<file path="src/rtl/uart_tx_cfg.sv">
// uart_tx_cfg: buffered UART transmitter with per-frame configuration.
// A small write FIFO feeds a START/DATA/PARITY/STOP serialiser. The baud tick
// comes from a shared generator and provides COUNT_TICKS pulses per line bit.
// The data length, parity mode and stop count are latched when a word is
// popped, so a configuration change only affects frames that start later.
module uart_tx_cfg #(
    parameter int N           = 8,
    parameter int COUNT_TICKS = 16,
    parameter int FIFO_AW     = 2
) (
    input  logic               clk,
    input  logic               reset,
    input  logic               tick,
    input  logic               wr_en,
    input  logic [N-1:0]       data_in,
    input  logic [3:0]         cfg_data_bits,
    input  logic [1:0]         cfg_parity,
    input  logic               cfg_stop2,
    output logic               full,
    output logic [FIFO_AW:0]   fifo_count,
    output logic               overflow,
    output logic               tx_busy,
    output logic               tx_done,
    output logic               tx
);

    localparam int DEPTH = 1 << FIFO_AW;
    // The tick counter must reach 2*COUNT_TICKS-1 when two stop bits are sent.
    localparam int TW = $clog2(2 * COUNT_TICKS);
    localparam logic [FIFO_AW:0] DEPTH_C  = (FIFO_AW + 1)'(DEPTH);
    localparam logic [TW-1:0]    LAST_ONE = TW'(COUNT_TICKS - 1);
    localparam logic [TW-1:0]    LAST_TWO = TW'(2 * COUNT_TICKS - 1);

    typedef enum logic [2:0] {
        S_IDLE,
        S_START,
        S_DATA,
        S_PARITY,
        S_STOP
    } state_t;

    // FIFO storage and bookkeeping
    logic [N-1:0]       r_mem [DEPTH];
    logic [FIFO_AW-1:0] r_wr_ptr;
    logic [FIFO_AW-1:0] r_rd_ptr;
    logic [FIFO_AW:0]   r_count;
    logic               r_overflow;

    // Serialiser state
    state_t             r_state;
    logic [TW-1:0]      r_ticks;
    logic [3:0]         r_bit;
    logic [N-1:0]       r_shift;
    logic [3:0]         r_nbits;
    logic               r_par_en;
    logic               r_par_odd;
    logic               r_stop2;
    logic               r_par_acc;
    logic               r_tx;
    logic               r_tx_done;

    logic               w_full;
    logic               w_push;
    logic               w_pop;
    logic [3:0]         w_nbits;
    logic               w_bit_end;
    logic               w_stop_end;

    assign w_full = (r_count == DEPTH_C);
    // A write into a full FIFO is dropped even when a pop frees a slot in
    // the same cycle; the producer is expected to honour full.
    assign w_push = wr_en && !w_full;
    assign w_pop  = (r_state == S_IDLE) && (r_count != '0);

    assign w_bit_end  = tick && (r_ticks == LAST_ONE);
    assign w_stop_end = tick && (r_ticks == (r_stop2 ? LAST_TWO : LAST_ONE));

    // Clamp the requested data length into the supported 5..N range
    always_comb begin
        if (cfg_data_bits < 4'd5) begin
            w_nbits = 4'd5;
        end else if (cfg_data_bits > 4'(N)) begin
            w_nbits = 4'(N);
        end else begin
            w_nbits = cfg_data_bits;
        end
    end

    // FIFO word storage, written without reset so it maps onto RAM
    always_ff @(posedge clk) begin
        if (w_push) begin
            r_mem[r_wr_ptr] <= data_in;
        end
    end

    // FIFO pointers, occupancy and the dropped-write pulse
    always_ff @(posedge clk) begin
        if (reset) begin
            r_wr_ptr   <= '0;
            r_rd_ptr   <= '0;
            r_count    <= '0;
            r_overflow <= 1'b0;
        end else begin
            r_overflow <= wr_en && w_full;
            if (w_push) begin
                r_wr_ptr <= r_wr_ptr + 1'b1;
            end
            if (w_pop) begin
                r_rd_ptr <= r_rd_ptr + 1'b1;
            end
            case ({w_push, w_pop})
                2'b10:   r_count <= r_count + 1'b1;
                2'b01:   r_count <= r_count - 1'b1;
                default: r_count <= r_count;
            endcase
        end
    end

    // Frame sequencer; tx is registered from the current state, so the line
    // lags the state by one clock
    always_ff @(posedge clk) begin
        if (reset) begin
            r_state   <= S_IDLE;
            r_ticks   <= '0;
            r_bit     <= '0;
            r_shift   <= '0;
            r_nbits   <= 4'd5;
            r_par_en  <= 1'b0;
            r_par_odd <= 1'b0;
            r_stop2   <= 1'b0;
            r_par_acc <= 1'b0;
            r_tx      <= 1'b1;
            r_tx_done <= 1'b0;
        end else begin
            r_tx_done <= 1'b0;
            case (r_state)
                S_IDLE: begin
                    r_tx <= 1'b1;
                    // Ticks are ignored here; a waiting word starts at once
                    if (w_pop) begin
                        r_shift   <= r_mem[r_rd_ptr];
                        r_nbits   <= w_nbits;
                        r_par_en  <= (cfg_parity == 2'b01) || (cfg_parity == 2'b10);
                        r_par_odd <= (cfg_parity == 2'b10);
                        r_stop2   <= cfg_stop2;
                        r_par_acc <= 1'b0;
                        r_ticks   <= '0;
                        r_bit     <= '0;
                        r_state   <= S_START;
                    end
                end
                S_START: begin
                    r_tx <= 1'b0;
                    if (w_bit_end) begin
                        r_ticks <= '0;
                        r_state <= S_DATA;
                    end else if (tick) begin
                        r_ticks <= r_ticks + 1'b1;
                    end
                end
                S_DATA: begin
                    r_tx <= r_shift[0];
                    if (w_bit_end) begin
                        r_ticks   <= '0;
                        r_shift   <= r_shift >> 1;
                        r_par_acc <= r_par_acc ^ r_shift[0];
                        if (r_bit == r_nbits - 4'd1) begin
                            r_bit   <= '0;
                            r_state <= r_par_en ? S_PARITY : S_STOP;
                        end else begin
                            r_bit <= r_bit + 4'd1;
                        end
                    end else if (tick) begin
                        r_ticks <= r_ticks + 1'b1;
                    end
                end
                S_PARITY: begin
                    // Accumulated XOR gives even parity; odd inverts it
                    r_tx <= r_par_acc ^ r_par_odd;
                    if (w_bit_end) begin
                        r_ticks <= '0;
                        r_state <= S_STOP;
                    end else if (tick) begin
                        r_ticks <= r_ticks + 1'b1;
                    end
                end
                S_STOP: begin
                    r_tx <= 1'b1;
                    // Two stop bits are sent as one double-length stop period
                    if (w_stop_end) begin
                        r_ticks   <= '0;
                        r_tx_done <= 1'b1;
                        r_state   <= S_IDLE;
                    end else if (tick) begin
                        r_ticks <= r_ticks + 1'b1;
                    end
                end
                default: begin
                    r_tx    <= 1'b1;
                    r_state <= S_IDLE;
                end
            endcase
        end
    end

    assign full       = w_full;
    assign fifo_count = r_count;
    assign overflow   = r_overflow;
    assign tx_busy    = (r_state != S_IDLE);
    assign tx_done    = r_tx_done;
    assign tx         = r_tx;

endmodule
</file>
<file path="config.mk">
export PLATFORM = sky130hd
export DESIGN_NAME = uart_tx_cfg
export DESIGN_NICKNAME = d
export VERILOG_FILES = /design/src/rtl/uart_tx_cfg.sv
export SDC_FILE = /design/constraint.sdc
export NUM_CORES = 1
export LEC_CHECK = 0
export ABC_AREA = 0
export ABC_CLOCK_PERIOD_IN_PS = 2700
export BUFFER_PORTS_ARGS = -buffer_cell sky130_fd_sc_hd__buf_2
export CAP_MARGIN = 20
export CORE_MARGIN = 5
export CORE_UTILIZATION = 49
export CTS_CLUSTER_SIZE = 12
export DETAILED_ROUTE_END_ITERATION = 16
export HOLD_SLACK_MARGIN = 0.06
export PLACE_DENSITY = 0.65
export SKIP_CTS_REPAIR_TIMING = 1
export SLEW_MARGIN = 10
export SYNTH_ARGS = -nofsm -noshare
export SYNTH_HDL_FRONTEND = slang
export SYNTH_SLANG_ARGS = --single-unit
</file>
<file path="constraint.sdc">
create_clock -name clk -period 2.7 [get_ports clk]
set_input_delay 0.81 -clock clk [delete_from_list [all_inputs] [get_ports clk]]
set_output_delay 0.81 -clock clk [all_outputs]
set_load 0.02 [all_outputs]
</file>
==> out/metrics.yaml <==
critPathCaptureType: "register"
hold_class: "register to register"
hold_viol_final: 0
synth_cell_types: 44
root_buffer: "clkbuf_8"
power_mw: 3.75
num_rows: 29
synth_nets: 300
cts_tree: "built"
period_share: 0.834
syn-instance-count: 270
ant_nets: 0
seq_area_frac_synth: 0.557
cap_violations: 0
setup_viol: 0
track_usage: 0.148
leakage_nw: 1.39
place_hpwl_um: 3850
drt_wl_total_um: 5600
n_antenna_cell: 0
core_area_mm2: 0.00631
maxUsedRoutingLayer: "met4"
synth.top_cell.area_share: 0.304
die_x_um: 90.4
ys_ff_latch: 72
synth_warnings: 0
ctsHtreeMaxLevel: 3
drc: 0
cts_made_buffers: 9
grt_max_degree: 23
drt-initial-drc-count: 102
yosysMostFrequentCell: "dfxtp_1"
layout-drive-gt1-share: 0.199
grt_pass1_vias: 2056
avgViaCountPerCell: 5.28
ir_drop_uv: 612
crit_type: "register to register"
gp_congestion: 0.719
maxSlewHeadroom: 0.630
syn_area_mm2: 0.00317
power_density_mw_per_mm2: 1060
path_clk_slew_ns: 0.08
grt_pass1_wl_um: 9680
clock-sinks: 72
num_io_pins: 27
clock.fmax_ghz: 0.444
max-clock-path-buffers: 2
rsz0062_at_grt: "false"
overflow: 0
worstPathMaxFanout: 9
die_area_mm2: 0.00817
status: "complete, no violations"
synth.avg_cell_area_um2: 11.7
wire_per_inst_um: 14.8
synth_common_cells: "40 x dfxtp_1, 32 x edfxtp_1, 25 x nor2_1"
crit_arrival_ns: 2.52
clk_latency_ns: 0.34
yosysTopAreaCell: "edfxtp_1"
period_minus_slack_ns: 2.25
synth-edff-count: 32
async_flop_share: 0
slew_violations: 0
ys_top_cells_by_area: "edfxtp_1 30%, dfxtp_1 25%, mux4_2 5.7%, ha_1 4.0%, mux2i_1 3.2%"
skew_ns: 0.0147
required_ns: 2.97
dr_wl_met3_um: 208
firstDrtPassIters: 4
synth-main-ff-cell: "dfxtp_1"
wl_met2_um: 2560
nets: 327
io_buffers: 26
wl_met1_um: 2800
syn_to_final_growth_pct: 11.7
antenna_found_initial: 0
initial_utilization: 0.501
vias: 2003
start_kind: "register"
fin_setup_tns_ns: 0
tightest_slew_ns: 0.554
die_y_um: 90.4
-- worst paths after layout --
| path | start | endpoint | slack, ns | depth (start not counted) |
|---|---|---|---|---|
| worst max-delay path | r_state[0]$_SDFFE_PP0P_ | fifo_count[2]$_SDFFE_PP0P_ | 0.45 | 9 |
| worst min-delay path | r_par_odd$_SDFFE_PP0P_ | r_par_odd$_SDFFE_PP0P_ | 0.47 | 2 |
| worst max register to register | r_state[0]$_SDFFE_PP0P_ | fifo_count[2]$_SDFFE_PP0P_ | 0.45 | 9 |
| worst min register to register | r_par_odd$_SDFFE_PP0P_ | r_par_odd$_SDFFE_PP0P_ | 0.47 | 2 |
-- critical path, stage by stage, from the launching register on --
cell and delay [ns]:
dfxtp_1 0.39, nor3_1 0.36, nand2b_1 0.12, inv_1 0.10, ha_1 0.18, inv_1 0.06, fa_1 0.37, xor2_1 0.16
or3_1 0.30, a21oi_1 0.14
-- stage by stage --
stage	hold WS (ns)	instance area [um2]	utilization	cells	setup WS, ns
after floorplan	0.448	3170	-	270	0.287
after global placement	0.455	3330	0.528	363	0.378
after detailed placement	0.459	3330	0.528	363	0.335
after CTS	0.470	3540	0.560	379	0.440
after global routing	0.501	3540	0.560	379	0.252
final	0.472	3540	0.560	379	0.448
-- metal layers --
layer  track usage  up-vias
li1              -     1024
met1         0.203      944
met2         0.221       31
met3        0.0425        4
met4        0.0571        0
met5             0        -
-- final cells by class --
type                            count  area, um2
Fill cell                         570       2780
Sequential cell                    72       1760
Multi-Input combinational cell    170       1260
Timing Repair Buffer               30        160
Clock buffer                        9        124
Tap cell                           77       96.3
Clock inverter                      7       77.6
Inverter                           14       52.6
-- registers in the layout (all words and copies together) (netlist names), 2 cells and up, named ones only --
signal      flops
fifo_count      3
r_wr_ptr        2
r_bit           4
r_state         3
r_nbits         4
r_shift         8
r_rd_ptr        2
r_mem          32
r_ticks         5
-- kinds of logic after synthesis --
group                    Yosys count  share of synthesized area
AND/OR/NAND/NOR                   87                      0.129
flip-flops                        72                      0.557
AO/OA/AOI/OAI                     41                     0.0949
buffers and inverters             28                     0.0443
multiplexers                      18                     0.0885
XOR/XNOR                          13                     0.0407
adder cells (fa/ha/maj)           11                     0.0459
-- power breakdown --
part,switching (mW),internal (mW),total [mW]
clock network,0.416,0.434,0.851
registers,0.178,1.36,1.54
logic,0.771,0.596,1.37
total,1.37,2.39,3.75
-- placed cells by master (no fill, tap or decap), types with 2 or more instances in the layout --
cell,netlist,routed
nor3_1,11,11
o21ai_0,5,5
nand2b_1,5,5
xnor2_1,5,5
mux4_2,8,8
clkbuf_8,0,9
or3_1,2,2
inv_1,14,14
nand3_1,9,9
a21oi_1,12,12
a31oi_1,3,3
and3_1,5,5
nor2_1,25,25
a211oi_1,8,8
ha_1,10,10
edfxtp_1,32,32
mux2i_1,10,10
a32oi_1,2,2
clkinv_4,0,2
buf_4,2,4
nand2_1,23,23
xor2_1,7,7
buf_2,3,26
nor3b_1,3,3
inv_6,0,2
dfxtp_1,40,40
Power figures use the tool's default switching activity.
